### src/rtl/muldiv_pkg.sv
// -----------------------------------------------------------------------------
// muldiv_pkg
// Shared definitions for the HI/LO multiply/divide unit:
//   - op code constants presented on the op bus
//   - FSM state encoding (also exported on the debug state field)
//   - helpers to classify op codes and to compute the divide latency
// -----------------------------------------------------------------------------
package muldiv_pkg;

    localparam logic [3:0] OP_IDLE  = 4'd0;
    localparam logic [3:0] OP_MULT  = 4'd1;
    localparam logic [3:0] OP_MULTU = 4'd2;
    localparam logic [3:0] OP_DIV   = 4'd3;
    localparam logic [3:0] OP_DIVU  = 4'd4;
    localparam logic [3:0] OP_MTHI  = 4'd7;
    localparam logic [3:0] OP_MTLO  = 4'd8;
    localparam logic [3:0] OP_MADD  = 4'd9;
    localparam logic [3:0] OP_MADDU = 4'd10;
    localparam logic [3:0] OP_MSUB  = 4'd11;
    localparam logic [3:0] OP_MSUBU = 4'd12;

    typedef enum logic [2:0] {
        ST_IDLE      = 3'd0,
        ST_MUL       = 3'd1,
        ST_DIV_SETUP = 3'd2,
        ST_DIV_ITER  = 3'd3,
        ST_DIV_FIX   = 3'd4
    } state_t;

    // Busy cycles of a divide: one setup, WIDTH iterations, one sign fix.
    function automatic int div_latency(input int width);
        return width + 2;
    endfunction

    function automatic logic is_mul_op(input logic [3:0] op);
        return (op == OP_MULT) || (op == OP_MULTU) ||
               (op == OP_MADD) || (op == OP_MADDU) ||
               (op == OP_MSUB) || (op == OP_MSUBU);
    endfunction

    function automatic logic is_div_op(input logic [3:0] op);
        return (op == OP_DIV) || (op == OP_DIVU);
    endfunction

endpackage

### src/rtl/muldiv_seq_if.sv
// -----------------------------------------------------------------------------
// muldiv_seq_if
// Request/result bus between the EX stage (master) and the HI/LO unit (slave).
//   op, a, b, flush : request from the CPU
//   busy, done      : status back to the CPU
//   hi, lo          : architectural HI/LO registers
//   state_dbg       : current unit FSM state, for observation only
//
// Handshake: a request is taken at a rising edge when the unit is idle
// (busy=0), flush=0 and op is a HI/LO op; op is ignored entirely while
// busy=1. A taken mult/div raises busy from the next cycle until the
// result is written; done then pulses for exactly one cycle, the first
// cycle in which the new hi/lo are visible, and a new op may be presented
// in that same cycle. mthi/mtlo never raise busy or done.
// -----------------------------------------------------------------------------
interface muldiv_seq_if import muldiv_pkg::*; #(
    parameter int WIDTH = 32
) ();

    logic [3:0]       op;
    logic [WIDTH-1:0] a;
    logic [WIDTH-1:0] b;
    logic             flush;
    logic             busy;
    logic             done;
    logic [WIDTH-1:0] hi;
    logic [WIDTH-1:0] lo;
    state_t           state_dbg;

    modport master (
        output op, a, b, flush,
        input  busy, done, hi, lo, state_dbg
    );

    modport slave (
        input  op, a, b, flush,
        output busy, done, hi, lo, state_dbg
    );

endinterface

### src/rtl/muldiv_seq_div_core.sv
// -----------------------------------------------------------------------------
// div_core
// Iterative radix-2 restoring divider, one quotient bit per step, MSB first.
//   clk, reset : clock, synchronous active-high reset
//   start      : load operands (absolute values when is_signed), zero the
//                partial remainder
//   abort      : drop the operation in progress
//   step       : perform one restoring iteration
//   is_signed  : treat dividend/divisor as two's complement (sampled at start)
//   dividend, divisor : operands (sampled at start)
//   quotient, remainder : sign-corrected results, meaningful when valid=1
//   valid      : all WIDTH iterations completed since the last start
// Division by zero yields quotient all ones and remainder = dividend.
// -----------------------------------------------------------------------------
module div_core #(
    parameter int WIDTH = 32
) (
    input  logic             clk,
    input  logic             reset,
    input  logic             start,
    input  logic             abort,
    input  logic             step,
    input  logic             is_signed,
    input  logic [WIDTH-1:0] dividend,
    input  logic [WIDTH-1:0] divisor,
    output logic [WIDTH-1:0] quotient,
    output logic [WIDTH-1:0] remainder,
    output logic             valid
);

    localparam int             CW    = $clog2(WIDTH + 1);
    localparam logic [CW-1:0]  STEPS = CW'(WIDTH);

    logic [WIDTH-1:0] quo_q;   // shifts dividend bits out, quotient bits in
    logic [WIDTH-1:0] rem_q;
    logic [WIDTH-1:0] dsr_q;
    logic [WIDTH-1:0] dvd_q;   // original dividend for the divide-by-zero result
    logic             neg_quo_q;
    logic             neg_rem_q;
    logic             zero_q;
    logic             run_q;
    logic [CW-1:0]    cnt_q;

    logic             a_neg;
    logic             b_neg;
    logic [WIDTH:0]   rem_shift;
    logic [WIDTH:0]   diff;

    assign a_neg = is_signed & dividend[WIDTH-1];
    assign b_neg = is_signed & divisor[WIDTH-1];

    // rem < divisor, so the shifted value is below 2*divisor and diff[WIDTH]
    // is exactly the borrow of the trial subtraction.
    assign rem_shift = {rem_q, quo_q[WIDTH-1]};
    assign diff      = rem_shift - {1'b0, dsr_q};

    always_ff @(posedge clk) begin
        if (reset || abort) begin
            quo_q     <= '0;
            rem_q     <= '0;
            dsr_q     <= '0;
            dvd_q     <= '0;
            neg_quo_q <= 1'b0;
            neg_rem_q <= 1'b0;
            zero_q    <= 1'b0;
            run_q     <= 1'b0;
            cnt_q     <= '0;
        end else if (start) begin
            quo_q     <= a_neg ? -dividend : dividend;
            dsr_q     <= b_neg ? -divisor : divisor;
            rem_q     <= '0;
            dvd_q     <= dividend;
            neg_quo_q <= a_neg ^ b_neg;
            neg_rem_q <= a_neg;
            zero_q    <= (divisor == '0);
            run_q     <= 1'b1;
            cnt_q     <= '0;
        end else if (step && run_q && (cnt_q != STEPS)) begin
            if (!diff[WIDTH]) begin
                rem_q <= diff[WIDTH-1:0];
                quo_q <= {quo_q[WIDTH-2:0], 1'b1};
            end else begin
                rem_q <= rem_shift[WIDTH-1:0];
                quo_q <= {quo_q[WIDTH-2:0], 1'b0};
            end
            cnt_q <= cnt_q + 1'b1;
        end
    end

    // MIN / -1 needs no special case: |MIN| fits unsigned, and negating the
    // unsigned quotient 2^(WIDTH-1) wraps back to MIN with remainder 0.
    assign quotient  = zero_q ? '1 : (neg_quo_q ? -quo_q : quo_q);
    assign remainder = zero_q ? dvd_q : (neg_rem_q ? -rem_q : rem_q);
    assign valid     = run_q && (cnt_q == STEPS);

endmodule

### src/rtl/muldiv_seq.sv
// -----------------------------------------------------------------------------
// muldiv_seq
// Multi-cycle HI/LO multiply/divide unit for the EX stage. Owns HI/LO.
//   clk   : clock
//   reset : synchronous, active-high
//   bus   : muldiv_seq_if slave port (op, a, b, flush in; busy, done,
//           hi, lo, state_dbg out)
// Multiply family completes after MUL_CYCLES busy cycles; div/divu use
// div_core and complete after WIDTH+2 busy cycles. flush during busy
// abandons the operation without touching hi/lo.
// -----------------------------------------------------------------------------
module muldiv_seq import muldiv_pkg::*; #(
    parameter int WIDTH      = 32,
    parameter int MUL_CYCLES = 5
) (
    input logic         clk,
    input logic         reset,
    muldiv_seq_if.slave bus
);

    localparam int              DIV_LAT   = div_latency(WIDTH);
    localparam int              CNT_MAX   = (MUL_CYCLES > DIV_LAT) ? MUL_CYCLES : DIV_LAT;
    localparam int              CNT_W     = $clog2(CNT_MAX + 1);
    localparam logic [CNT_W-1:0] MUL_LAST  = CNT_W'(MUL_CYCLES - 1);
    localparam logic [CNT_W-1:0] ITER_LAST = CNT_W'(WIDTH - 1);

    state_t           state_q, state_d;
    logic [CNT_W-1:0] cnt_q, cnt_d;
    logic [3:0]       op_q, op_d;
    logic [WIDTH-1:0] a_q, a_d;
    logic [WIDTH-1:0] b_q, b_d;
    logic [WIDTH-1:0] hi_q, hi_d;
    logic [WIDTH-1:0] lo_q, lo_d;
    logic             done_q, done_d;

    // ---------------- multiply / accumulate datapath ----------------
    // Operands are extended to 2*WIDTH so a single truncated product gives
    // the correct signed or unsigned result modulo 2^(2*WIDTH).
    logic               mul_signed;
    logic [2*WIDTH-1:0] ext_a, ext_b, product, acc, mul_result;

    assign mul_signed = (op_q == OP_MULT) || (op_q == OP_MADD) || (op_q == OP_MSUB);
    assign ext_a      = mul_signed ? {{WIDTH{a_q[WIDTH-1]}}, a_q} : {{WIDTH{1'b0}}, a_q};
    assign ext_b      = mul_signed ? {{WIDTH{b_q[WIDTH-1]}}, b_q} : {{WIDTH{1'b0}}, b_q};
    assign product    = ext_a * ext_b;
    assign acc        = {hi_q, lo_q};

    always_comb begin
        mul_result = product;
        if ((op_q == OP_MADD) || (op_q == OP_MADDU)) begin
            mul_result = acc + product;
        end else if ((op_q == OP_MSUB) || (op_q == OP_MSUBU)) begin
            mul_result = acc - product;
        end
    end

    // ---------------- divider ----------------
    logic             div_start, div_step, div_abort, div_valid;
    logic [WIDTH-1:0] div_quo, div_rem;

    assign div_start = (state_q == ST_DIV_SETUP) && !bus.flush;
    assign div_step  = (state_q == ST_DIV_ITER) && !bus.flush;
    assign div_abort = (state_q != ST_IDLE) && bus.flush;

    div_core #(.WIDTH(WIDTH)) u_div_core (
        .clk       (clk),
        .reset     (reset),
        .start     (div_start),
        .abort     (div_abort),
        .step      (div_step),
        .is_signed (op_q == OP_DIV),
        .dividend  (a_q),
        .divisor   (b_q),
        .quotient  (div_quo),
        .remainder (div_rem),
        .valid     (div_valid)
    );

    // ---------------- FSM: next state / datapath control ----------------
    always_comb begin
        state_d = state_q;
        cnt_d   = cnt_q;
        op_d    = op_q;
        a_d     = a_q;
        b_d     = b_q;
        hi_d    = hi_q;
        lo_d    = lo_q;
        done_d  = 1'b0;

        case (state_q)
            ST_IDLE: begin
                if (!bus.flush) begin
                    if (is_mul_op(bus.op) || is_div_op(bus.op)) begin
                        op_d    = bus.op;
                        a_d     = bus.a;
                        b_d     = bus.b;
                        cnt_d   = '0;
                        state_d = is_mul_op(bus.op) ? ST_MUL : ST_DIV_SETUP;
                    end else if (bus.op == OP_MTHI) begin
                        hi_d = bus.a;
                    end else if (bus.op == OP_MTLO) begin
                        lo_d = bus.a;
                    end
                end
            end

            ST_MUL: begin
                if (bus.flush) begin
                    state_d = ST_IDLE;
                end else if (cnt_q == MUL_LAST) begin
                    hi_d    = mul_result[2*WIDTH-1:WIDTH];
                    lo_d    = mul_result[WIDTH-1:0];
                    done_d  = 1'b1;
                    state_d = ST_IDLE;
                end else begin
                    cnt_d = cnt_q + 1'b1;
                end
            end

            ST_DIV_SETUP: begin
                if (bus.flush) begin
                    state_d = ST_IDLE;
                end else begin
                    cnt_d   = '0;
                    state_d = ST_DIV_ITER;
                end
            end

            ST_DIV_ITER: begin
                if (bus.flush) begin
                    state_d = ST_IDLE;
                end else if (cnt_q == ITER_LAST) begin
                    state_d = ST_DIV_FIX;
                end else begin
                    cnt_d = cnt_q + 1'b1;
                end
            end

            ST_DIV_FIX: begin
                state_d = ST_IDLE;
                if (!bus.flush && div_valid) begin
                    hi_d   = div_rem;
                    lo_d   = div_quo;
                    done_d = 1'b1;
                end
            end

            default: state_d = ST_IDLE;
        endcase
    end

    always_ff @(posedge clk) begin
        if (reset) begin
            state_q <= ST_IDLE;
            cnt_q   <= '0;
            op_q    <= OP_IDLE;
            a_q     <= '0;
            b_q     <= '0;
            hi_q    <= '0;
            lo_q    <= '0;
            done_q  <= 1'b0;
        end else begin
            state_q <= state_d;
            cnt_q   <= cnt_d;
            op_q    <= op_d;
            a_q     <= a_d;
            b_q     <= b_d;
            hi_q    <= hi_d;
            lo_q    <= lo_d;
            done_q  <= done_d;
        end
    end

    assign bus.busy      = (state_q != ST_IDLE);
    assign bus.done      = done_q;
    assign bus.hi        = hi_q;
    assign bus.lo        = lo_q;
    assign bus.state_dbg = state_q;

endmodule

### src/flat_wrapper.sv
// flat-port wrapper written by rule: the top's interface ports become plain ports
module muldiv_seq_flat import muldiv_pkg::*;
#(
    parameter int WIDTH      = 32,
    parameter int MUL_CYCLES = 5
)
  (clk, reset, bus_op, bus_a, bus_b, bus_flush, bus_busy, bus_done, bus_hi, bus_lo, bus_state_dbg);
  muldiv_seq_if #(.WIDTH(WIDTH)) bus_i ();
  input logic clk;
  input logic reset;
  input wire logic [$bits(bus_i.op)-1:0] bus_op;
  input wire logic [$bits(bus_i.a)-1:0] bus_a;
  input wire logic [$bits(bus_i.b)-1:0] bus_b;
  input wire logic [$bits(bus_i.flush)-1:0] bus_flush;
  output wire logic [$bits(bus_i.busy)-1:0] bus_busy;
  output wire logic [$bits(bus_i.done)-1:0] bus_done;
  output wire logic [$bits(bus_i.hi)-1:0] bus_hi;
  output wire logic [$bits(bus_i.lo)-1:0] bus_lo;
  output wire logic [$bits(bus_i.state_dbg)-1:0] bus_state_dbg;
  assign bus_i.op = bus_op;
  assign bus_i.a = bus_a;
  assign bus_i.b = bus_b;
  assign bus_i.flush = bus_flush;
  assign bus_busy = bus_i.busy;
  assign bus_done = bus_i.done;
  assign bus_hi = bus_i.hi;
  assign bus_lo = bus_i.lo;
  assign bus_state_dbg = bus_i.state_dbg;
  muldiv_seq #(.WIDTH(WIDTH), .MUL_CYCLES(MUL_CYCLES)) u_core (.clk(clk), .reset(reset), .bus(bus_i));
endmodule
### config.mk
export PLATFORM = sky130hd
export DESIGN_NAME = muldiv_seq_flat
export DESIGN_NICKNAME = d
export VERILOG_FILES = /design/src/rtl/muldiv_pkg.sv /design/src/rtl/muldiv_seq_if.sv /design/src/rtl/muldiv_seq_div_core.sv /design/src/rtl/muldiv_seq.sv /design/src/flat_wrapper.sv
export SDC_FILE = /design/constraint.sdc
export NUM_CORES = 2
export LEC_CHECK = 0
export CAP_MARGIN = 20
export CORE_ASPECT_RATIO = 0.75
export CORE_MARGIN = 10
export CORE_UTILIZATION = 30
export CTS_CLUSTER_DIAMETER = 150
export DETAILED_ROUTE_END_ITERATION = 7
export PLACE_DENSITY = 0.43
export SLEW_MARGIN = 20
export SYNTH_ARGS = -nofsm -noshare
export SYNTH_HDL_FRONTEND = slang
export SYNTH_HIERARCHICAL = 1
export SYNTH_SLANG_ARGS = --single-unit
### constraint.sdc
create_clock -name clk -period 26.4 [get_ports clk]
set_clock_uncertainty 0.1 [all_clocks]
set_input_delay 3.96 -clock clk [delete_from_list [all_inputs] [get_ports clk]]
set_output_delay 3.96 -clock clk [all_outputs]
set_load 0.05 [all_outputs]
# [Word-level counts from Yosys, hierarchy flattened]
# Index checks and enable logic that the tools add are counted.
[totals] reg_bits=280 output_inout_bits=69 inputBits=71
[classes] n_eq_ne=39 addsub=9 mul=1 mux=50 reduce_logical=32 bitwise=4
[ops] cell="32-bit two-way mux" n=22
[ops] cell="64-bit two-way mux" n=4
[ops] cell="32-bit one-hot mux with 3 select lines" n=2
[ops] cell="32-bit negation" n=4
[ops] cell="64-bit adder" n=1
[ops] cell="64-bit by 64-bit multiplier with 64-bit output" n=1
[ops] cell="64-bit subtractor" n=1
[ops] cell="6-bit two-way mux" n=7
[ops] cell="4-bit == test (second input constant)" n=9
[ops] cell="33-bit by 32-bit subtractor with 33-bit output" n=1
[ops] cell="32-bit logical NOT" n=1
[ops] cell="6-bit one-hot mux with 4 select lines" n=1
[ops] cell="3-bit two-way mux" n=6
[ops] cell="2-bit != test (second input constant)" n=8
[ops] cell="8-bit AND reduction" n=2
[ops] cell="6-bit by 1-bit adder with 6-bit output (second input constant)" n=2
[ops] cell="4-bit by 2-bit == test with 1-bit output (second input constant)" n=3
[ops] cell="1-bit logical OR" n=12
[ops] cell="3-bit one-hot mux with 4 select lines" n=1
[ops] cell="2-bit by 1-bit != test with 1-bit output (second input constant)" n=5
[ops] cell="4-bit by 1-bit == test with 1-bit output (second input constant)" n=2
[ops] cell="4-bit by 3-bit == test with 1-bit output (second input constant)" n=2
[ops] cell="1-bit logical AND" n=7
[ops] cell="7-bit AND reduction" n=1
[ops] cell="other kinds (23)" n=30

# [Depth between registers and ports, before layout]
[logic_depth] word_depth=11 depth_mapped=49 ltp_nobuf=45

# [Modules after synthesis]
# Netlist, hierarchy kept.
[modules_own_cells] module="muldiv_seq" cells_each=7319 area_each_um2=62282.2 n_inst=1
[modules_own_cells] module="div_core" cells_each=1389 area_each_um2=10152.2 n_inst=1

# [Least setup slack after synthesis]
# OpenSTA, ideal clock, no wires.
[synth_timing] kind="register to register" startpoint="register u_core.op_q[3]" endpoint="register u_core.hi_q[29] (netlist: u_core/bus.hi[29])" path_slack_ps=14759 setup_ps=70 path_buffers=4 arrival_time_ps=11471 required_time_ps=26230 stages_incl_launch_ff=42 cell_sequence="dfxtp_1 -> clkbuf_1 -> nor2b_1 -> nor3b_1 -> and2_1 -> clkbuf_1 -> clkbuf_1 -> nand2_1 -> fa_1 -> inv_1 -> fa_1 -> fa_1 -> inv_1 -> fa_1 -> fa_1 -> inv_1 -> fa_1 -> fa_1 -> [... 6 more ...] -> clkbuf_1 -> nand2_1 -> or4_1 -> o32a_1 -> o211ai_1 -> xor2_1 -> ha_1 -> or3_1 -> or3_1 -> nor2_1 -> a221o_1 -> and3_1 -> nor3b_1 -> or4_1 -> nand2_1 -> xnor2_1 -> o21ai_1 -> o21bai_1"
[synth_via] elab_chain_cells=11 elab_cells_between_ends=19 classes_between="add/sub (2); mul (1); eq/ne (5); mux (7); reduce/logical (4)"
[synth_lines] element="start, declared" line="muldiv_seq.sv:29" source="logic [3:0] op_q, op_d;"
[synth_lines] element="start signal, assigned" line="muldiv_seq.sv:165" source="op_q <= op_d;"
[synth_lines] element="4-bit by 1-bit == test with 1-bit output or 4-bit == test (tied branches)" line="muldiv_seq.sv:42, muldiv_seq.sv:50"
[synth_lines] element="1-bit logical OR (2 in a row)" line="muldiv_seq.sv:42" source="assign mul_signed = (op_q == OP_MULT) || (op_q == OP_MADD) || (op_q == OP_MSUB);"
[synth_lines] element="64-bit two-way mux, on equally long branches" line="muldiv_seq.sv:43, muldiv_seq.sv:44"
[synth_lines] element="64-bit by 64-bit multiplier with 64-bit output" line="muldiv_seq.sv:45" source="assign product = ext_a * ext_b;"
[synth_lines] element="64-bit subtractor" line="muldiv_seq.sv:53" source="mul_result = acc - product;"
[synth_lines] element="64-bit two-way mux" line="muldiv_seq.sv:52" source="end else if ((op_q == OP_MSUB) || (op_q == OP_MSUBU)) begin"
[synth_lines] element="64-bit two-way mux *" line="muldiv_seq.sv:50" source="if ((op_q == OP_MADD) || (op_q == OP_MADDU)) begin"
[synth_lines] element="32-bit two-way mux *" line="muldiv_seq.sv:110" source="end else if (cnt_q == MUL_LAST) begin"
[synth_lines] element="32-bit two-way mux *" line="muldiv_seq.sv:108" source="if (bus.flush) begin"
[synth_lines] element="32-bit one-hot mux with 3 select lines *" line="muldiv_seq.sv:90" source="case (state_q)"
[synth_lines] element="end signal, assigned" line="muldiv_seq.sv:168" source="hi_q <= hi_d;"
[synth_lines] element="end, declared" line="muldiv_seq.sv:32" source="logic [WIDTH-1:0] hi_q, hi_d;"
# Mark *: on every way between the ends. The rest lies on a longest branch, timed or not. The select of a mux whose other input is x is not followed.
# A chain may end at the register's enable or synchronous reset.

# [Worst setup path in the final report]
[layout_timing] startpoint="register u_core.op_q[3]" endpoint="register u_core.hi_q[16] (netlist: u_core/bus.hi[16])"
# The elaborated chain is that of the path after synthesis.

==> qor.csv <==
metric;value;unit
Combinational Power Share;64.9;%
Post CTS Setup Buffer Count;0;
synth unique cells;105;
DR pass1 iterations;6;
CP Max Fanout;26;
Worst-Skew Late Latency;670;ps
detailed-route via count;60680;
fin crit share;53.8;%
maxcap violations;0;
Worst Hold Class;reg2reg;
nature of the critical path endpoint;flip-flop;
DIE HEIGHT;446;um
area leader, netlist;fa_1;
GR Util All Layers;22.3;%
post-synthesis compound-gate area fraction;13.2;%
final hold vios;0;
EDFF count, synth;0;
cells on worst reg2reg path;39;
CTS tree;built;
PD cells;43.0;nW/um2
area share of the leading cell type in the synthesized netlist;39.4;%
DR DRC count;0;
Pint;1510;uW
Routed wire per std cell;25.3;um
fin util;32.7;%
WP data required;26870;ps
Synth Area in Adders;47.6;%
Top cell by count, worst path;fa_1;
Final ANT Viol Nets;0;
Initial Utilization;30.1;%
largest family of logic cells by synthesized area;adder cells;
Switching Share;55.2;%
# resized after CTS;0;
vias in the first global route;61805;
sequential element share of the synthesized area;7.74;%
grt total ovfl;0;
Period minus WS final;14200;ps
Critical Path Start Type;flip-flop;
FFs w/ async S/R, synth;0;%
Final Setup Violations;0;
slowest stage delay, CP;670;ps
Fmax;0.0704;GHz
area of the core;241000;um2
post-synthesis simple-gate area fraction;15.1;%
CTS Hold Buffers Added;0;
worst setup path end;u_core/bus.hi[16];
Die ar.;262000;um2
Slowest cell on crit path;nor4_1;
clk root buf;clkbuf_16;
Yosys Warn Count;6;
RSZ-0062 raised after global routing;no;
port bufs;139;
Worst R2R Start;u_core/op_q[3];
Mapped Cells;8708;
Cell Area, Synth;72400;um2
Iter 0 DRT Violations;5685;
post-synthesis mux area share;0.891;%
Least-Margin Pin Slew;1390;ps
DIE WIDTH;587;um
VDD IR max;44.7;uV
initial antenna violation count;17;
HPWL after DPL;241000;um
final wirelength;299000;um
Area contributors post-synth;fa_1 39%, inv_1 9.3%, ha_1 8.2%;
xor and xnor fraction of the mapped netlist area;3.46;%
top cells by count, synth;1801 x inv_1, 1425 x fa_1, 1221 x nand2_1, 490 x a21oi_1, 474 x ha_1;
fin nets;10497;
Top Ports;140;
Main synth FF type;dfxtp_1;
Rel. slew slack;6.71;%
most common cell in the netlist;inv_1;
syn nets;10678;
WP data arrival;14670;ps
FP Rows;156;
Worst Setup SP;u_core/op_q[3];
Final WS setup;12200;ps
CTS buffer count;42;
global-route wire length before repair;441000;um
Clk pwr share;19.0;%
Reg-to-Reg End;u_core/bus.hi[16];
Final GP Congestion;0.917;
kind of critical path;reg2reg;
setup slack at placement;12400;ps
part of the power in registers;16.1;%
maximum clock path buffer count;3;
#FFs+latches synth;280;
r2r setup slk;12200;ps
Leak Pwr;0.0372;uW
Final Max Slew Viols;0;
fraction of layout cells with a size suffix above 1;3.67;%
largest net degree at the start of global routing;168;
Fin Setup TNS;0;ps
outcome;finished, final reports clean;
Syn Area/Cell;8.32;um2
Area growth syn-to-layout;8.56;%
Switching Power;1870;uW
clock-pin slew on the worst setup and hold paths;60;ps
H-Tree Depth;2;
post-DR vias/cell;5.14;
Sink Count;280;
cells by family (layout without fill, tap and decap cells):
family                   Yosys count  count (layout)
AND/OR/NAND/NOR                 2404            2404
buffers and inverters           2290            2141
AO/OA/AOI/OAI                   1481            1481
other                              0              10
XOR/XNOR                         286             286
multiplexers                      64              64
flip-flops                       280             280
adder cells (fa/ha/maj)         1903            1903
per-stage QoR:
stage                     area [um2]  total power, uW  cells  hold WS [ps]
final                          78600             3380  11808           355
after global routing           78600             3570  11798           374
after CTS                      78600             3350  11798           358
after detailed placement       77100             2690  11722           349
after global placement         77100             2700  11720           344
after floorplan                72400             1910   8708           350
placed cells by master, fill, tap and decap left out, types with 27 or more instances in the layout:
cell,count
inv_1,1801
fa_1,1425
nand2_1,1218
a21oi_1,490
ha_1,474
nor2_1,394
and2_1,357
o21ai_0,299
dfxtp_1,247
xnor2_1,155
clkdlybuf4s50_1,138
xor2_1,128
buf_4,121
a211oi_1,76
a221oi_1,65
mux2i_1,63
nor3_1,59
nand3_1,57
a21o_1,56
o21bai_1,54
and3_1,49
o31ai_1,49
a31oi_1,45
clkbuf_16,42
nand4_1,37
or3_1,37
nor2b_1,35
nand2b_1,34
o22ai_1,34
nor4_1,32
dfxtp_2,32
o211ai_1,31
a221o_1,27
sequential cells by signal (all words and copies together) (netlist names), 3 cells and up:
register,count
u_core/a_q,32
u_core/b_q,32
u_core/bus.hi,32
u_core/bus.lo,32
u_core/bus.state_dbg,3
u_core/cnt_q,6
u_core/op_q,4
u_core/u_div_core/cnt_q,6
u_core/u_div_core/dsr_q,32
u_core/u_div_core/dvd_q,32
u_core/u_div_core/quo_q,32
u_core/u_div_core/rem_q,32
power groups by stage:
stage          combinational (uW)  sequential (uW)  clock [uW]
2_1_floorplan                1320              588           0
3_3_place_gp                 2140              551           0
3_5_place_dp                 2130              551           0
4_1_cts                      2140              542         660
5_1_grt                      2350              549         673
6_report                     2190              543         643
worst max-delay path, delay by kind of cell, from the launching register on:
family / cells / cell delay, ps
DFF: 1 / 500
buffers and inverters: 6 / 870
AOI/OAI and AO/OA: 9 / 2680
xor gates and xnor gates: 1 / 270
and+or+nand+nor: 11 / 3710
adders and majority gates: 12 / 5940
layer usage:
layer	vias up	global-route usage (%)	wire length, um
met1	31534	36.8	158000
met5	-	0	13
met4	2	2.91	3760
met2	2180	29.8	112000
li1	26818	-	-
met3	146	4.51	25000
final cells by class:
class	instances	area (um2)
diodes	10	25.0
inverters	1804	6770
well taps	3239	4050
flip-flops and latches	280	5650
repair buffers	261	2310
multi-input cells	6138	58300
clock inverters	24	355
clock buffers	52	1150
fillers	25552	162000
worst min-delay path by stage:
| stage | startpoint | end | slack (ps) | depth (start not counted) |
|---|---|---|---|---|
| after floorplan | u_core/u_div_core/dsr_q[31] | u_core/u_div_core/dsr_q[31] | 350 | 2 |
| after global placement | u_core/b_q[2] | u_core/b_q[2] | 340 | 2 |
| after detailed placement | u_core/b_q[2] | u_core/b_q[2] | 350 | 2 |
| after CTS | u_core/b_q[2] | u_core/b_q[2] | 360 | 2 |
| after global routing | u_core/b_q[2] | u_core/b_q[2] | 370 | 2 |
| final | u_core/b_q[2] | u_core/b_q[2] | 350 | 2 |
Power figures use the tool's default switching activity.
